**config.mk**
```make
export PLATFORM = sky130hd
export DESIGN_NAME = wb_commit_unit
export DESIGN_NICKNAME = d
export VERILOG_FILES = /design/src/rtl/wb_commit_unit.sv
export SDC_FILE = /design/constraint.sdc
export NUM_CORES = 1
export LEC_CHECK = 0
export BUFFER_PORTS_ARGS = -buffer_cell sky130_fd_sc_hd__buf_4
export CORE_ASPECT_RATIO = 1.2
export CORE_MARGIN = 5
export CORE_UTILIZATION = 35
export DETAILED_ROUTE_END_ITERATION = 10
export PLACE_DENSITY = 0.63
export SETUP_SLACK_MARGIN = 0.4
export SYNTH_ARGS = -nofsm -noshare
export SYNTH_HDL_FRONTEND = slang
export SYNTH_SLANG_ARGS = --single-unit
```
**constraint.sdc**
```tcl
create_clock -name clk -period 21 [get_ports clk]
set_clock_uncertainty 0.05 [all_clocks]
set_input_delay 2.1 -clock clk [delete_from_list [all_inputs] [get_ports clk]]
set_output_delay 2.1 -clock clk [all_outputs]
set_load 0.005 [all_outputs]
```
**src/rtl/wb_commit_unit.sv**
```systemverilog
`default_nettype none
// ============================================================================
// Module  : wb_commit_unit
// Brief   : Writeback/commit stage. Retires one instruction per cycle and
//           sequences exceptions, eret and TLB ops with pipeline flush.
// Revision: 1.0
// ============================================================================
module wb_commit_unit #(
    parameter int          TLBNUM     = 16,
    parameter int          IDX_W      = $clog2(TLBNUM),
    parameter logic [31:0] RETIRE_RST = 32'h0    // retire_cnt reset value (0 in normal use)
) (
    input  logic             clk,
    input  logic             reset,
    input  logic             ms_to_ws_valid,
    output logic             ws_allowin,
    input  logic [31:0]      ms_pc,
    input  logic [31:0]      ms_result,
    input  logic [4:0]       ms_dest,
    input  logic [3:0]       ms_gr_we,
    input  logic [2:0]       ms_op,
    input  logic [7:0]       ms_c0_addr,
    input  logic             ms_ex,
    input  logic [4:0]       ms_excode,
    input  logic             ms_tlbp_hit,
    input  logic [IDX_W-1:0] ms_tlbp_idx,
    input  logic [31:0]      c0_rdata,
    input  logic [31:0]      c0_index,
    output logic [3:0]       rf_we,
    output logic [4:0]       rf_waddr,
    output logic [31:0]      rf_wdata,
    output logic             cp0_we,
    output logic [7:0]       cp0_addr,
    output logic [31:0]      cp0_wdata,
    output logic             ex_commit,
    output logic [4:0]       ex_code,
    output logic             eret_commit,
    output logic             tlb_we,
    output logic             tlb_re,
    output logic [IDX_W-1:0] tlb_index,
    output logic             tlbp_we,
    output logic [31:0]      tlbp_data,
    output logic             flush,
    output logic             refetch,
    output logic [31:0]      refetch_pc,
    output logic [31:0]      retire_cnt
);

    localparam logic [2:0] c_op_mfc0  = 3'd1;
    localparam logic [2:0] c_op_mtc0  = 3'd2;
    localparam logic [2:0] c_op_eret  = 3'd3;
    localparam logic [2:0] c_op_tlbp  = 3'd4;
    localparam logic [2:0] c_op_tlbr  = 3'd5;
    localparam logic [2:0] c_op_tlbwi = 3'd6;

    typedef enum logic [1:0] {
        S_EMPTY = 2'd0,
        S_HOLD  = 2'd1,
        S_TLB   = 2'd2,
        S_DRAIN = 2'd3
    } state_t;

    state_t r_state;
    state_t w_next;

    logic [31:0]      r_pc;
    logic [31:0]      r_result;
    logic [4:0]       r_dest;
    logic [3:0]       r_gr_we;
    logic [2:0]       r_op;
    logic [7:0]       r_c0_addr;
    logic             r_ex;
    logic [4:0]       r_excode;
    logic             r_tlbp_hit;
    logic [IDX_W-1:0] r_tlbp_idx;
    logic [31:0]      r_retire_cnt;

    logic       w_allowin;
    logic [3:0] w_rf_we;
    logic       w_cp0_we;
    logic       w_ex_commit;
    logic       w_eret_commit;
    logic       w_tlb_we;
    logic       w_tlb_re;
    logic       w_tlbp_we;
    logic       w_flush;
    logic       w_refetch;
    logic       w_retire;
    logic       w_load;
    logic       w_unused;

    always_comb begin
        w_next        = r_state;
        w_allowin     = 1'b0;
        w_rf_we       = 4'h0;
        w_cp0_we      = 1'b0;
        w_ex_commit   = 1'b0;
        w_eret_commit = 1'b0;
        w_tlb_we      = 1'b0;
        w_tlb_re      = 1'b0;
        w_tlbp_we     = 1'b0;
        w_flush       = 1'b0;
        w_refetch     = 1'b0;
        w_retire      = 1'b0;
        case (r_state)
            S_EMPTY: begin
                w_allowin = 1'b1;
                if (ms_to_ws_valid) w_next = S_HOLD;
            end
            S_HOLD: begin
                if (r_ex) begin
                    w_ex_commit = 1'b1;
                    w_flush     = 1'b1;
                    w_next      = S_DRAIN;
                end else if (r_op == c_op_eret) begin
                    w_eret_commit = 1'b1;
                    w_flush       = 1'b1;
                    w_retire      = 1'b1;
                    w_next        = S_DRAIN;
                end else if (r_op == c_op_tlbwi || r_op == c_op_tlbr) begin
                    // Retirement is counted in TLB, once the refetch is issued
                    w_tlb_we = (r_op == c_op_tlbwi);
                    w_tlb_re = (r_op == c_op_tlbr);
                    w_next   = S_TLB;
                end else begin
                    w_allowin = 1'b1;
                    w_rf_we   = r_gr_we;
                    w_cp0_we  = (r_op == c_op_mtc0);
                    w_tlbp_we = (r_op == c_op_tlbp);
                    w_retire  = 1'b1;
                    w_next    = ms_to_ws_valid ? S_HOLD : S_EMPTY;
                end
            end
            S_TLB: begin
                w_refetch = 1'b1;
                w_flush   = 1'b1;
                w_retire  = 1'b1;
                w_next    = S_DRAIN;
            end
            S_DRAIN: begin
                w_next = S_EMPTY;
            end
            default: begin
                w_next = S_EMPTY;
            end
        endcase
    end

    always_ff @(posedge clk) begin
        if (reset) begin
            r_state      <= S_EMPTY;
            r_retire_cnt <= RETIRE_RST;
        end else begin
            r_state <= w_next;
            if (w_retire) r_retire_cnt <= r_retire_cnt + 32'd1;
        end
    end

    // allowin is never raised alongside flush, so a flushing cycle cannot load
    assign w_load = ms_to_ws_valid && ws_allowin;

    always_ff @(posedge clk) begin
        if (w_load) begin
            r_pc       <= ms_pc;
            r_result   <= ms_result;
            r_dest     <= ms_dest;
            r_gr_we    <= ms_gr_we;
            r_op       <= ms_op;
            r_c0_addr  <= ms_c0_addr;
            r_ex       <= ms_ex;
            r_excode   <= ms_excode;
            r_tlbp_hit <= ms_tlbp_hit;
            r_tlbp_idx <= ms_tlbp_idx;
        end
    end

    assign ws_allowin  = w_allowin     && !reset;
    assign rf_we       = reset ? 4'h0 : w_rf_we;
    assign cp0_we      = w_cp0_we      && !reset;
    assign ex_commit   = w_ex_commit   && !reset;
    assign eret_commit = w_eret_commit && !reset;
    assign tlb_we      = w_tlb_we      && !reset;
    assign tlb_re      = w_tlb_re      && !reset;
    assign tlbp_we     = w_tlbp_we     && !reset;
    assign flush       = w_flush       && !reset;
    assign refetch     = w_refetch     && !reset;

    assign rf_waddr   = r_dest;
    assign rf_wdata   = (r_op == c_op_mfc0) ? c0_rdata : r_result;
    assign cp0_addr   = r_c0_addr;
    assign cp0_wdata  = r_result;
    assign ex_code    = r_excode;
    assign tlb_index  = c0_index[IDX_W-1:0];
    assign tlbp_data  = {~r_tlbp_hit, {(31-IDX_W){1'b0}}, r_tlbp_idx};
    assign refetch_pc = r_pc + 32'd4;
    assign retire_cnt = r_retire_cnt;

    assign w_unused = &{1'b0, c0_index[31:IDX_W]};

endmodule
`default_nettype wire

```
==> metrics.cfg <==
[cts]
htree_levels = 4
cts_tree = yes
clock_path_buffers = 2
clock-sinks = 129
cts.reportedPaths.clkPinSlew_ns = 0.05
cts_made_buffers = 17
post_cts.repair.setup_buffers = 0
cts_root_buf = clkbuf_16
clk_latency_ns = 0.40
post_cts_resized = 0
hold_buffers = 0

[global_route]
met3_usage_pct = 6.70
use_met2_pct = 32.3
grt_max_degree = 76
track_usage_pct = 18.2
grt_antenna_before_repair = 0
grt_pass1_wl_mm = 27.9
first_global_vias = 4913
gr-total-overflow = 0
use_met1_pct = 20.1
top_usage_layer = met2

[placed_design]
dp_hpwl_mm = 15.6
post-place-ws_ns = 15.48
numPortBuffers = 293
placed_cells = 978
gp_congestion = 0.844

[sta]
clock.fmax_mhz = 181
hold_viol = 0
rsz0062_at_grt = no
final_max_slew_viol_count = 0
timing.final.crit_period_ns = 5.52
fin_ws_ns = 15.48
tightest_slew_ns = 0.964
fin_tns_setup_ns = 0
fin_crit_sh_pct = 26.3
finalSetupViolCount = 0
slew_headroom_pct = 35.5

[worst_hold_path]
hold_class = flop to flop

[floorplanning]
die-area_sq_um = 20000
initial_core_util_pct = 35.8
rows = 52
io_pins = 357
core_sq_um = 16900
die_w_um = 130
fp.dieH_um = 154

[drt]
post_drt_wl_per_cell_um = 19.3
viasPerCell = 4.96
dr.pass1.iters = 5
first_iter_violations = 285
vias = 5010
wl_mm = 19.5
drc = 0
ant_nets = 0

[synthesis]
async_flop_share_pct = 0
synth_top_area_share_pct = 47.1
synth-warning-count = 0
yosysSeqAreaShare_pct = 58.3
ys_ff_latch = 129
synth_area_sq_um = 6060
syn_inst = 492
synth_top_area_cell = edfxtp_1
synth_area_per_cell_sq_um = 12.3
synthDistinctLibCells = 48
synth.area.top_cells = edfxtp_1 47%, dfxtp_1 11%, mux2_2 6.9%
synth_edf_count = 95
ys.flop_type = edfxtp_1

[worst_setup_path]
cp_cell_sequence = buf_4, nand2b_1, nor2_1, and2_1, buf_4
cp_num_buf_inv = 2
cp.arrival_ns = 3.37
cp_common_cell = buf_4
crit_family = simple AND/OR/NAND/NOR gates
cp.required_ns = 18.85
crit_type = input pin to primary output
cp-end-kind = primary output
cp-start-kind = input pin
slowest_delay_ns = 0.40
slowest_stage = nor2_1
worstPathMaxFanout = 43

[layout]
final_common_cell = buf_4
final_nets = 948
n_antenna_cell = 0
stdcell_count = 1010
syn2layout_area_growth_pct = 47.8
drive_gt1_share_pct = 46.7
final_cell_mix = 297 x buf_4, 95 x edfxtp_1, 37 x mux2_2

[flow_run]
max_cap_violations = 0

[run_status]
status = finished clean

[power]
peakVddDrop_uv = 47.0
p_per_area_nw_per_um2 = 85.6
leakagePower_uw = 0.00363

==> layer usage <==
layer / routed length, um / vias to the layer above
met2: 10300 / 220
met4: 337 / 0
li1: - / 2392
met1: 6990 / 2375
met5: 0 / -
met3: 1860 / 23
==> final timing paths <==
kind,from,end,slack [ns],cells past startpoint
worst max-delay path,reset,rf_we[0],15.48,5
worst min-delay path,flop,flop,0.43,2
worst max register to register,r_op[1],cp0_wdata[4],18.20,5
worst min register to register,flop,flop,0.43,2
==> state kept, by name (all words and copies together), names as in the netlist, named ones only <==
signal and flops:
r_gr_we 4, ex_code 5, r_state 1, r_ex 1
cp0_wdata 32, r_pc 32, retire_cnt 32, r_tlbp_hit 1
rf_waddr 5, r_tlbp_idx 4, r_op 3, cp0_addr 8
==> cell families (layout without fill, tap and decap cells) <==
logic type / Yosys count / in the layout / share of synthesized area, %
compound gates: 68 / 68 / 7.46
xor+xnor: 31 / 31 / 4.61
fa+ha+maj: 5 / 5 / 1.03
buf+inv: 66 / 342 / 6.55
flops: 129 / 129 / 58.3
mux: 38 / 38 / 7.04
other cells: 1 / 27 / 0.0619
simple gates: 154 / 154 / 14.9
==> worst register-to-register path, cell delays in order, from the launching register on <==
cell and delay (ns):
edfxtp_1 0.54, xor2_1 0.22, a211o_1 0.35, o21a_1 0.21
nor3b_2 0.22, buf_4 0.75
==> Yosys cell counts, drive strengths merged (2+ instances only) <==
| master | instances |
|---|---|
| xnor2 | 21 |
| and2 | 6 |
| nand2 | 21 |
| nor2 | 18 |
| dfxtp | 34 |
| o21ai | 5 |
| nor3b | 3 |
| o2111ai | 3 |
| nand4 | 18 |
| buf | 46 |
| clkbuf | 7 |
| inv | 13 |
| nor4 | 8 |
| o211ai | 3 |
| nor3 | 4 |
| nand3 | 21 |
| edfxtp | 95 |
| xor2 | 10 |
| nor2b | 6 |
| and4 | 9 |
| nand2b | 3 |
| a21oi | 28 |
| and3 | 8 |
| o31ai | 22 |
| o21a | 2 |
| or4 | 22 |
| or3 | 3 |
| ha | 5 |
| mux2 | 37 |
==> through the flow <==
step	hold slack, ns	instance area, sq um	utilization, %	power, uW
6_report	0.431	8950	52.9	766
5_1_grt	0.458	8950	52.9	799
4_1_cts	0.431	8950	52.9	776
3_5_place_dp	0.422	8320	49.2	458
3_3_place_gp	0.423	8320	49.2	454
2_1_floorplan	0.399	6150	-	384
==> final cells by class <==
cell class | instances | area [sq um]
fill | 1509 | 7960
sequential | 129 | 3530
multi-input combinational | 323 | 2230
timing repair buffer | 297 | 2230
clock buffer | 20 | 457
tap | 216 | 270
clock inverter | 12 | 181
inverter | 13 | 48.8
==> where the power goes <==
group	internal, uW	switching [uW]	leakage, uW
logic	70.6	61.1	0.00218
registers	304	16.1	0.00115
clock network	206	109	0.000299
Note: power is estimated with default switching activity, not from simulation.
